==> src/rtl/mips_pkg.sv <==
// Shared MIPS core definitions: fetch FSM encoding, IF/ID payload, bubble encoding, opcodes.
package mips_pkg;

   typedef enum logic [1:0] {
      FETCH = 2'd0,
      HOLD  = 2'd1,
      KILL  = 2'd2
   } fetch_state_t;

   typedef struct packed {
      logic        valid;
      logic [31:0] pcplus4;
      logic [31:0] instr;
   } ifid_t;

   // sll $0,$0,0
   localparam logic [31:0] NOP_INSTR_DEF = 32'h0000_0000;

   localparam logic [5:0] OP_RTYPE = 6'h00;
   localparam logic [5:0] OP_J     = 6'h02;
   localparam logic [5:0] OP_JAL   = 6'h03;
   localparam logic [5:0] OP_BEQ   = 6'h04;
   localparam logic [5:0] OP_BNE   = 6'h05;
   localparam logic [5:0] OP_ADDI  = 6'h08;
   localparam logic [5:0] OP_LW    = 6'h23;
   localparam logic [5:0] OP_SW    = 6'h2B;

   function automatic logic [31:0] word_align(input logic [31:0] a);
      return a & ~32'd3;
   endfunction

endpackage

==> src/rtl/ifid_reg.sv <==
// IF/ID pipeline register {valid, pcplus4, instr}; flush has priority over enable.
module ifid_reg import mips_pkg::*; #(
   parameter logic [31:0] NOP_INSTR = NOP_INSTR_DEF
) (
   input  logic  clk,
   input  logic  reset,
   input  logic  en,
   input  logic  flush,
   input  ifid_t d,
   output ifid_t q
);

   localparam ifid_t BUBBLE = '{valid: 1'b0, pcplus4: 32'h0, instr: NOP_INSTR};

   always_ff @(posedge clk or posedge reset) begin
      if (reset)      q <= BUBBLE;
      else if (flush) q <= BUBBLE;
      else if (en)    q <= d;
   end

endmodule

==> src/rtl/fetch_stage.sv <==
// MIPS instruction fetch: PC, single-outstanding imem request FSM, hold buffer and IF/ID register.
// Define BRANCH_DELAY_SLOT_EN to keep the instruction after a branch instead of flushing it.
module fetch_stage import mips_pkg::*; #(
   parameter logic [31:0] RESET_PC  = 32'h0000_0000,
   parameter logic [31:0] NOP_INSTR = NOP_INSTR_DEF
) (
   input  logic        clk,
   input  logic        reset,
   input  logic        stall,
   input  logic        redirect,
   input  logic [31:0] redirect_pc,
   output logic        imem_req,
   output logic [31:0] imem_addr,
   input  logic        imem_ready,
   input  logic [31:0] imem_rdata,
   output logic [31:0] instr_d,
   output logic [31:0] pcplus4_d,
   output logic        valid_d
);

`ifdef BRANCH_DELAY_SLOT_EN
   localparam bit DELAY_SLOT = 1'b1;
`else
   localparam bit DELAY_SLOT = 1'b0;
`endif

   fetch_state_t state, state_nx;
   logic [31:0]  pc_f, pc_nx, hold_buf, buf_nx, tgt, tgt_nx;
   logic [31:0]  pcplus4_f, redir_tgt;
   logic         ds_pend, pend_nx;
   logic         ifid_en, ifid_flush;
   ifid_t        ifid_d, ifid_q;

   assign pcplus4_f = pc_f + 32'd4;
   assign redir_tgt = word_align(redirect_pc);
   assign imem_req  = !reset && (state != HOLD);
   assign imem_addr = pc_f;

   always_comb begin
      state_nx   = state;
      pc_nx      = pc_f;
      buf_nx     = hold_buf;
      tgt_nx     = tgt;
      pend_nx    = ds_pend;
      ifid_en    = 1'b0;
      ifid_flush = 1'b0;
      ifid_d     = '{valid: 1'b1, pcplus4: pcplus4_f, instr: imem_rdata};
      unique case (state)
         FETCH: begin
            if (redirect) begin
               if (imem_ready) begin
                  pc_nx      = redir_tgt;
                  ifid_en    = DELAY_SLOT;
                  ifid_flush = !DELAY_SLOT;
               end else begin
                  // request in flight: address must stay put until the memory answers
                  ifid_flush = 1'b1;
                  tgt_nx     = redir_tgt;
                  pend_nx    = DELAY_SLOT;
                  state_nx   = KILL;
               end
            end else if (imem_ready) begin
               if (stall) begin
                  buf_nx   = imem_rdata;
                  state_nx = HOLD;
               end else begin
                  ifid_en = 1'b1;
                  pc_nx   = pcplus4_f;
               end
            end
         end
         HOLD: begin
            ifid_d.instr = hold_buf;
            if (redirect) begin
               pc_nx      = redir_tgt;
               pend_nx    = 1'b0;
               ifid_en    = DELAY_SLOT;
               ifid_flush = !DELAY_SLOT;
               state_nx   = FETCH;
            end else if (!stall) begin
               ifid_en  = 1'b1;
               pc_nx    = ds_pend ? tgt : pcplus4_f;
               pend_nx  = 1'b0;
               state_nx = FETCH;
            end
         end
         KILL: begin
            if (redirect) tgt_nx = redir_tgt;
            ifid_flush = redirect;
            if (imem_ready) begin
               pc_nx    = redirect ? redir_tgt : tgt;
               pend_nx  = 1'b0;
               state_nx = FETCH;
               if (ds_pend) begin
                  // delay-slot fetch completing: keep it, then continue at the target
                  if (stall && !redirect) begin
                     buf_nx   = imem_rdata;
                     pc_nx    = pc_f;
                     pend_nx  = 1'b1;
                     state_nx = HOLD;
                  end else begin
                     ifid_en    = 1'b1;
                     ifid_flush = 1'b0;
                  end
               end
            end
         end
         default: state_nx = FETCH;
      endcase
   end

   always_ff @(posedge clk or posedge reset) begin
      if (reset) begin
         state    <= FETCH;
         pc_f     <= RESET_PC;
         hold_buf <= NOP_INSTR;
         tgt      <= RESET_PC;
         ds_pend  <= 1'b0;
      end else begin
         state    <= state_nx;
         pc_f     <= pc_nx;
         hold_buf <= buf_nx;
         tgt      <= tgt_nx;
         ds_pend  <= pend_nx;
      end
   end

   ifid_reg #(.NOP_INSTR(NOP_INSTR)) u_ifid (
      .clk   (clk),
      .reset (reset),
      .en    (ifid_en),
      .flush (ifid_flush),
      .d     (ifid_d),
      .q     (ifid_q)
   );

   assign instr_d   = ifid_q.instr;
   assign pcplus4_d = ifid_q.pcplus4;
   assign valid_d   = ifid_q.valid;

endmodule

==> config.mk <==
export PLATFORM = sky130hd
export DESIGN_NAME = fetch_stage
export DESIGN_NICKNAME = d
export VERILOG_FILES = /design/src/rtl/mips_pkg.sv /design/src/rtl/ifid_reg.sv /design/src/rtl/fetch_stage.sv
export SDC_FILE = /design/constraint.sdc
export NUM_CORES = 1
export LEC_CHECK = 0
export BUFFER_PORTS_ARGS = -buffer_cell sky130_fd_sc_hd__buf_4
export CAP_MARGIN = 15
export CORE_ASPECT_RATIO = 0.8
export CORE_MARGIN = 2
export CORE_UTILIZATION = 35
export CTS_BUF_LIST = sky130_fd_sc_hd__clkbuf_8
export CTS_CLUSTER_DIAMETER = 30
export CTS_CLUSTER_SIZE = 12
export DETAILED_ROUTE_END_ITERATION = 10
export HOLD_SLACK_MARGIN = 0.08
export SYNTH_ARGS = -nofsm -noshare
export SYNTH_HDL_FRONTEND = slang
export SYNTH_HIERARCHICAL = 1
export SYNTH_SLANG_ARGS = --single-unit
export TNS_END_PERCENT = 5
==> constraint.sdc <==
create_clock -name clk -period 4.9 [get_ports clk]
set_clock_uncertainty 0.2 [all_clocks]
set_input_delay 0.98 -clock clk [delete_from_list [all_inputs] [get_ports clk]]
set_output_delay 0.98 -clock clk [all_outputs]
set_load 0.03 [all_outputs]
==> impl_results.md, run 1 <==
- Outcome: finished clean
- Starting density of the core: 35.4%
- Post_cts resized: 0
- Max Cap Violations: 0
- Hold Buf Count CTS: 0
- DP HPWL: 20.5 mm
- Data required time of the worst path: ~3700 ps
- Drt first pass iters: 7
- Synth warn: 6
- GRT Residual Overflow: 0
- Fin area: 11300 µm²
- Sequential element share of the synthesized area: 43.0%
- Post-synth top flop: dfrtp_1
- Fillers: roughly 2700
- Critical Path End Type: output port
- Worst Path Arrival: about 2200 ps
- Synth async-reset ratio: 100%
- Initial drt markers: 515
- Root buffer cell: clkbuf_8
- Total track usage: 21.6%
- Post-route DRC violation count: 0
- CTS clk-pin slew, worst paths: ~90 ps
- Max Fclk: between 200 and 300 MHz
- Latest clock arrival within the worst-skew pair: 490 ps
- Layout cells sized above 1: 32.6%
- CTS tree: yes
- Die width: about 190 µm
- Fin crit share: 69.6%
- Std-Cell Rows: between 50 and 60
- Ports: 167
- Final antenna-violating net count: 0
- RSZ-0062 raised after global routing: false
- Critical path launch point type: flop
- Routability cong.: 0.926
- Synthesized area per cell: 10.1 µm²
- Yosys top cell area share: 43.0%
- Top post-synthesis cells by area: dfrtp_1, mux2_2, mux2i_1, nor2_1, a21oi_1
- CTS Buf Count: 17
- Crit-path max FO: 40
- Vias in the first global route: 7953
- Netlist Area Pre-Place: 9550 µm²
- Setup Buffers After CTS: 0
- Worst-margin pin slew: 1190 ps
- Avg WL per Cell: approximately 21 µm
- Static leakage: 4.86 nW
- Largest net degree at the start of global routing: a little under 80
- Syn Nets: just over 1000
- Finish-stage setup viols: 0
- Fin. max-slew vios: 0
- Tmin final: 3410 ps
- Diodes inserted: 0
- EDFF count, synth: 0
- Die Y: roughly 150 µm
- Clock tree sinks: 164
- Setup TNS: 0 ps
- Synth Register Bits: 164
- R2R Setup Slk: 1500 ps
- First-pass GRT wire length: between 40 and 50 mm
- Placed instance area: 11000 µm²
- Final hold vios: 0
- Hold Crit Class: reg2reg
- CTS max path bufs: 2
- Slew headroom: 19.9%
- Nets: around 1100
- H-tree depth: 4
- Synth unique cells: 81
- Die area: 28600 µm²
- Pwr dens: 713 nW/µm²
- Final WL: about 30 mm
- Drt via density: 5.58
- Setup CP Type: reg2out
- Area growth from synthesis to layout: 18.8%
- Initial antenna violation count: 0
- Vias: ~8100
- Port-buffer cells: roughly 160
- Core Footprint: roughly 27000 µm²
- Synth Instances: 945
- Peak VDD IR: 0.340 mV
- Cell taking the most area after synthesis: dfrtp_1
[power breakdown]
group,total (mW),switching [mW],internal (mW)
logic,4.49,2.71,1.78
clock network,1.01,0.598,0.415
registers,2.58,0.600,1.98
[sequential cells by signal, indices dropped and copies added (netlist names)]
| signal | flops |
|---|---|
| u_ifid/q | 65 |
| imem_addr | 32 |
| tgt | 32 |
| ds_pend | 1 |
| state | 2 |
| hold_buf | 32 |
[per-layer routing]
metal	routed length, µm	global-route usage (%)
met4	472	5.94
met1	14600	31.4
met5	0	0
met2	12700	31.4
met3	2630	5.90
[cells in the mapped netlist (all sizes together) (7+ instances only)]
library cell	number
inv	20
o21ai	41
or2	8
a221oi	8
o211ai	10
nand3	23
nand2b	15
o22ai	9
clkbuf	40
xnor2	15
a21oi	50
nor2	104
a2bb2oi	7
buf	32
mux2i	74
or4	9
nor4	8
o31ai	11
nand2	54
mux2	99
dfrtp	164
nand4	14
nor3	19
[placed cells by master, fill, tap and decap left out, types with 5 or more instances in the layout]
cell type / n
a21oi_1: 50
a221oi_1: 7
clkbuf_8: 17
o22ai_1: 9
or2_2: 8
xnor2_1: 15
a2bb2oi_1: 7
a21o_1: 5
o21ai_0: 41
nand3_1: 23
buf_4: 183
mux2_2: 99
mux2i_1: 74
xor2_1: 5
nand4_1: 13
o31ai_1: 11
a31oi_1: 6
inv_1: 17
o211ai_1: 10
nand2b_1: 15
nor3_1: 16
a32o_1: 5
nor4_1: 7
a31o_2: 5
a211oi_1: 5
nand2_1: 54
nor2_1: 103
dfrtp_1: 164
inv_6: 5
[critical path, stage by stage, from the launching register on]
cell	delay [ps]
dfrtp_1	440
inv_1	100
ha_2	350
buf_4	570
nor2_1	120
buf_4	190
[logic make-up (layout without fill, tap and decap cells)]
kind of cell,after synthesis,in the layout,share of synthesized area [%]
and+or+nand+nor,277,277,14.3
AOI/OAI and AO/OA,210,210,15.1
muxes,173,173,19.4
DFF,164,164,43.0
buffers and inverters,95,238,5.66
xor gates and xnor gates,20,20,1.83
adders and majority gates,5,5,0.655
other,1,1,0.0392
[area by class of cell]
type,count,area [µm²],share of cell area [%]
multi-input combinational,686,4940,43.6
sequential,164,4100,36.2
timing repair buffer,183,1370,12.1
tap,364,455,4.01
clock buffer,17,234,2.06
clock inverter,15,148,1.30
inverter,23,88.8,0.783
[path summary, 6_finish.rpt]
kind                                         start                        end  cells after the start
hold / removal             hold_buf[3]$_DFFE_PP0P_    hold_buf[3]$_DFFE_PP0P_                      1
setup reg to reg              state[0]$_DFFE_PP0P_  imem_addr[12]$_DFFE_PP0P_                      7
setup / recovery              state[1]$_DFFE_PP0P_                   imem_req                      5
hold reg to reg            hold_buf[3]$_DFFE_PP0P_    hold_buf[3]$_DFFE_PP0P_                      1
min in group asynchronous                    reset   hold_buf[17]$_DFFE_PP0P_                      2
max in group asynchronous                    reset   u_ifid/q[53]$_DFFE_PP0P_                      3
[through the flow]
step / hold WS [ps] / total power, mW / util, % / setup slack, ps / cells
floorplan: 264 / 5.56 / - / 1130 / 945
global placement: 283 / 6.97 / 40.6 / 1140 / 1420
detailed placement: 293 / 7.05 / 40.6 / 1120 / 1420
CTS: 311 / 8.08 / 42.0 / 1430 / 1452
global route: 327 / 8.60 / 42.0 / 1330 / 1452
finish: 308 / 8.09 / 42.0 / 1490 / 1452
Power figures use the tool's default switching activity.
==> run 2, diff against run 1 <==
ABC_AREA = 1   (was not set)
clock period = 3 ns   (was 4.9 ns; I/O delays follow)
==> impl_results.md, run 2 <==
- Pwr dens: 1150 nW/µm² (+61%)
- Layout cells sized above 1: 15.7% (-17 points)
- WL met2: 13.3 mm (+4.6%)
- Netlist Area Pre-Place: 9620 µm² (+0.73%)
- Total track usage: 21.6% (about the same)
- Die Y: 152 µm (+0.36%)
- CTS Buf Count: 17 (unchanged)
- Setup TNS: 0 ps (unchanged)
- Starting density of the core: 35.4% (+0.082 points)
- Most frequent cell after synthesis: nand2_1
- Fin area: 11500 µm² (+1.7%)
- Ports: 167 (unchanged)
- Syn Nets: 1473 (+45%)
- Yosys top cell area share: 42.6% (-0.31 points)
- Drt first pass iters: 5 (-2)
- CP bufs+invs: 3 (unchanged)
- Initial drt markers: 770 (+50%)
- CTS clk-pin slew, worst paths: 110 ps (+20 ps)
- Die area: 28800 µm² (+0.72%)
- Setup CP Type: reg2out
- Most common cell after layout, fill and taps aside: nand2_1
- Core Footprint: 27200 µm² (+0.50%)
- Vias in the first global route: 8874 (+12%)
- Synth Register Bits: 164 (unchanged)
- Crit-path max FO: 93 (+130%)
- GRT Residual Overflow: 0 (unchanged)
- CTS tree: yes
- Outcome: finished clean
- Max incr delay on CP: 430 ps (-140 ps)
- Post_cts resized: 0 (unchanged)
- Port-buffer cells: 164 (unchanged)
- Max Fclk: 374 MHz
- Sequential element share of the synthesized area: 42.6% (-0.31 points)
- Routability cong.: 0.939 (+1.3%)
- Biggest register: u_ifid/q
- Data required time of the worst path: 2200 ps (-1520 ps)
- First-pass GRT wire length: 49.2 mm (+3.8%)
- CP cell instances: inv_1 -> ha_2 -> buf_12 -> nor2_1 -> buf_4
- Std-Cell Rows: 54 (unchanged)
- Area growth from synthesis to layout: 19.9%
- Metal-1 WL: 14.3 mm (-1.6%)
- Synthesized area per cell: 6.88 µm² (-32%)
- H-tree depth: 4 (unchanged)
- Hold Crit Class: in2reg
- Nets: 1599 (+39%)
- Die width: 189 µm (+0.36%)
- Final WS setup: 329 ps (-1160 ps)
- Avg WL per Cell: 16.1 µm (-23%)
- Largest register FFs: 65 (unchanged)
- Post-route DRC violation count: 0 (unchanged)
- Critical Path End Type: output port
- Commonest cells after routing, fill and taps aside: nand2_1, buf_4, dfrtp_1, inv_1, o21ai_0
- CTS max path bufs: 2 (unchanged)
- Drt via density: 5.00 (-10%)
- Post-synth top flop: dfrtp_1
- RSZ-0062 raised after global routing: false
- Fin. max-slew vios: 0 (unchanged)
- Clock tree sinks: 164 (unchanged)
- Critical path's top delay family: buffers and inverters
- DP HPWL: 20.9 mm (+1.6%)
- Largest net degree at the start of global routing: 100 (+30%)
- Initial antenna violation count: 0 (unchanged)
- EDFF count, synth: 0 (unchanged)
- Finish-stage setup viols: 0 (unchanged)
- Met3 WL: 2.49 mm (-5.4%)
- Synth async-reset ratio: 100% (unchanged)
- Top post-synthesis cells by area: dfrtp_1, nand2_1, o21ai_0, nand3_1, a21oi_1
- Max Cap Violations: 0 (unchanged)
- Slew headroom: 59.7% (+40 points)
- Synth Instances: 1399 (+48%)
- Worst Path Arrival: 1870 ps (-360 ps)
- Final hold vios: 0 (unchanged)
- Latest clock arrival within the worst-skew pair: 480 ps (about the same)
- Static leakage: 6.06 nW (+25%)
- Pre-CTS setup slack: 420 ps (-697 ps)
- Final antenna-violating net count: 0 (unchanged)
- Setup Buffers After CTS: 0 (unchanged)
- Worst-margin pin slew: 605 ps (-588 ps)
- Tmin final: about 2700 ps
- Vias: 9511 (+17%)
- CP max stage cell: dfrtp_1
- Peak VDD IR: 0.582 mV (+71%)
- Critical path launch point type: flop
- Fillers: 2892 (+8.4%)
- Final Core Density: 42.5% (+0.50 points)
- Synth unique cells: 37 (-54%)
- Synth warn: 6 (unchanged)
- R2R Setup Slk: 380 ps (-1120 ps)
- Placed instance area: 11200 µm² (+1.8%)
- Fin crit share: 89.0%
- Cell taking the most area after synthesis: dfrtp_1
- Diodes inserted: 0 (unchanged)
- Final WL: 30.6 mm (+0.54%)
- Top routing layer used: met4
- Root buffer cell: clkbuf_8
- Most frequent cells after synthesis: nand2_1, dfrtp_1, inv_1
==> run 2: changes by cell type in the layout (fill, tap and decap cells not counted), moves of 16 or more <==
| cell | change |
|---|---|
| nand2_1 | +520 |
| a21oi_1 | +40 |
| o21ai_0 | +64 |
| inv_1 | +94 |
| mux2i_1 | -51 |
| mux2_2 | -99 |
| nor2_1 | -35 |
| nor3_1 | -16 |
| nand3_1 | +80 |
==> run 2: report_power, final <==
group          internal, mW  switching [mW]
logic                  2.52            4.99
registers              3.26           0.852
clock network         0.665           0.926
total                  6.45            6.77
==> run 2: through the flow <==
step / power [mW] / cells / hold WS [ps]
finish: 13.2 / 1901 / 205
global route: 14.3 / 1901 / 174
CTS: 13.3 / 1901 / 175
detailed placement: 11.7 / 1869 / 260
global placement: 11.5 / 1869 / 253
floorplan: 9.16 / 1399 / 236
==> run 2: final cells by class <==
| cell class | count | area (µm²) | share of cell area [%] |
|---|---|---|---|
| timing repair buffer | 191 | 1470 | 12.8 |
| clock buffer | 17 | 234 | 2.03 |
| tap | 364 | 455 | 3.95 |
| clock inverter | 14 | 128 | 1.11 |
| multi-input combinational | 1037 | 4710 | 40.8 |
| inverter | 114 | 432 | 3.74 |
| sequential | 164 | 4100 | 35.6 |
==> run 2: repair_timing <==
item                                    CTS  global route
hold buffers                              1             0
endpoints found under the setup margin    0             0
endpoints found under the hold margin    25             0
==> run 2: worst paths after layout <==
kind | from | endpoint | depth (start not counted)
max in group asynchronous | reset | u_ifid/q[51]$_DFFE_PP0P_ | 4
max | state[1]$_DFFE_PP0P_ | imem_req | 5
min | imem_rdata[20] | hold_buf[20]$_DFFE_PP0P_ | 3
min in group asynchronous | reset | u_ifid/q[18]$_DFFE_PP0P_ | 3
min reg2reg | u_ifid/q[44]$_DFFE_PP0P_ | u_ifid/q[44]$_DFFE_PP0P_ | 2
max reg2reg | state[0]$_DFFE_PP0P_ | imem_addr[5]$_DFFE_PP0P_ | 12
==> run 2: worst min-delay path, delay by kind of cell <==
kind | cells | cell delay, ps
buffers and inverters | 2 | 160
AOI/OAI and AO/OA | 1 | 80
==> run 2: kinds of logic (layout without fill, tap and decap cells) <==
kind of cell | count (synthesis) | after routing | share of synthesized area (%)
XOR/XNOR | 8 | 8 | 0.728
other | 1 | 1 | 0.0390
adder cells (fa/ha/maj) | 5 | 5 | 0.650
AO/OA/AOI/OAI | 236 | 236 | 12.9
flip-flops | 164 | 164 | 42.6
multiplexers | 23 | 23 | 2.39
buffers and inverters | 198 | 336 | 8.72
AND/OR/NAND/NOR | 764 | 764 | 31.9
==> run 2: routing by layer <==
layer / track usage [%] / up-vias
li1: - / 4705
met1: 31.9 / 4424
met4: 4.91 / 0
met3: 4.35 / 24
met5: 0 / -
met2: 32.3 / 358
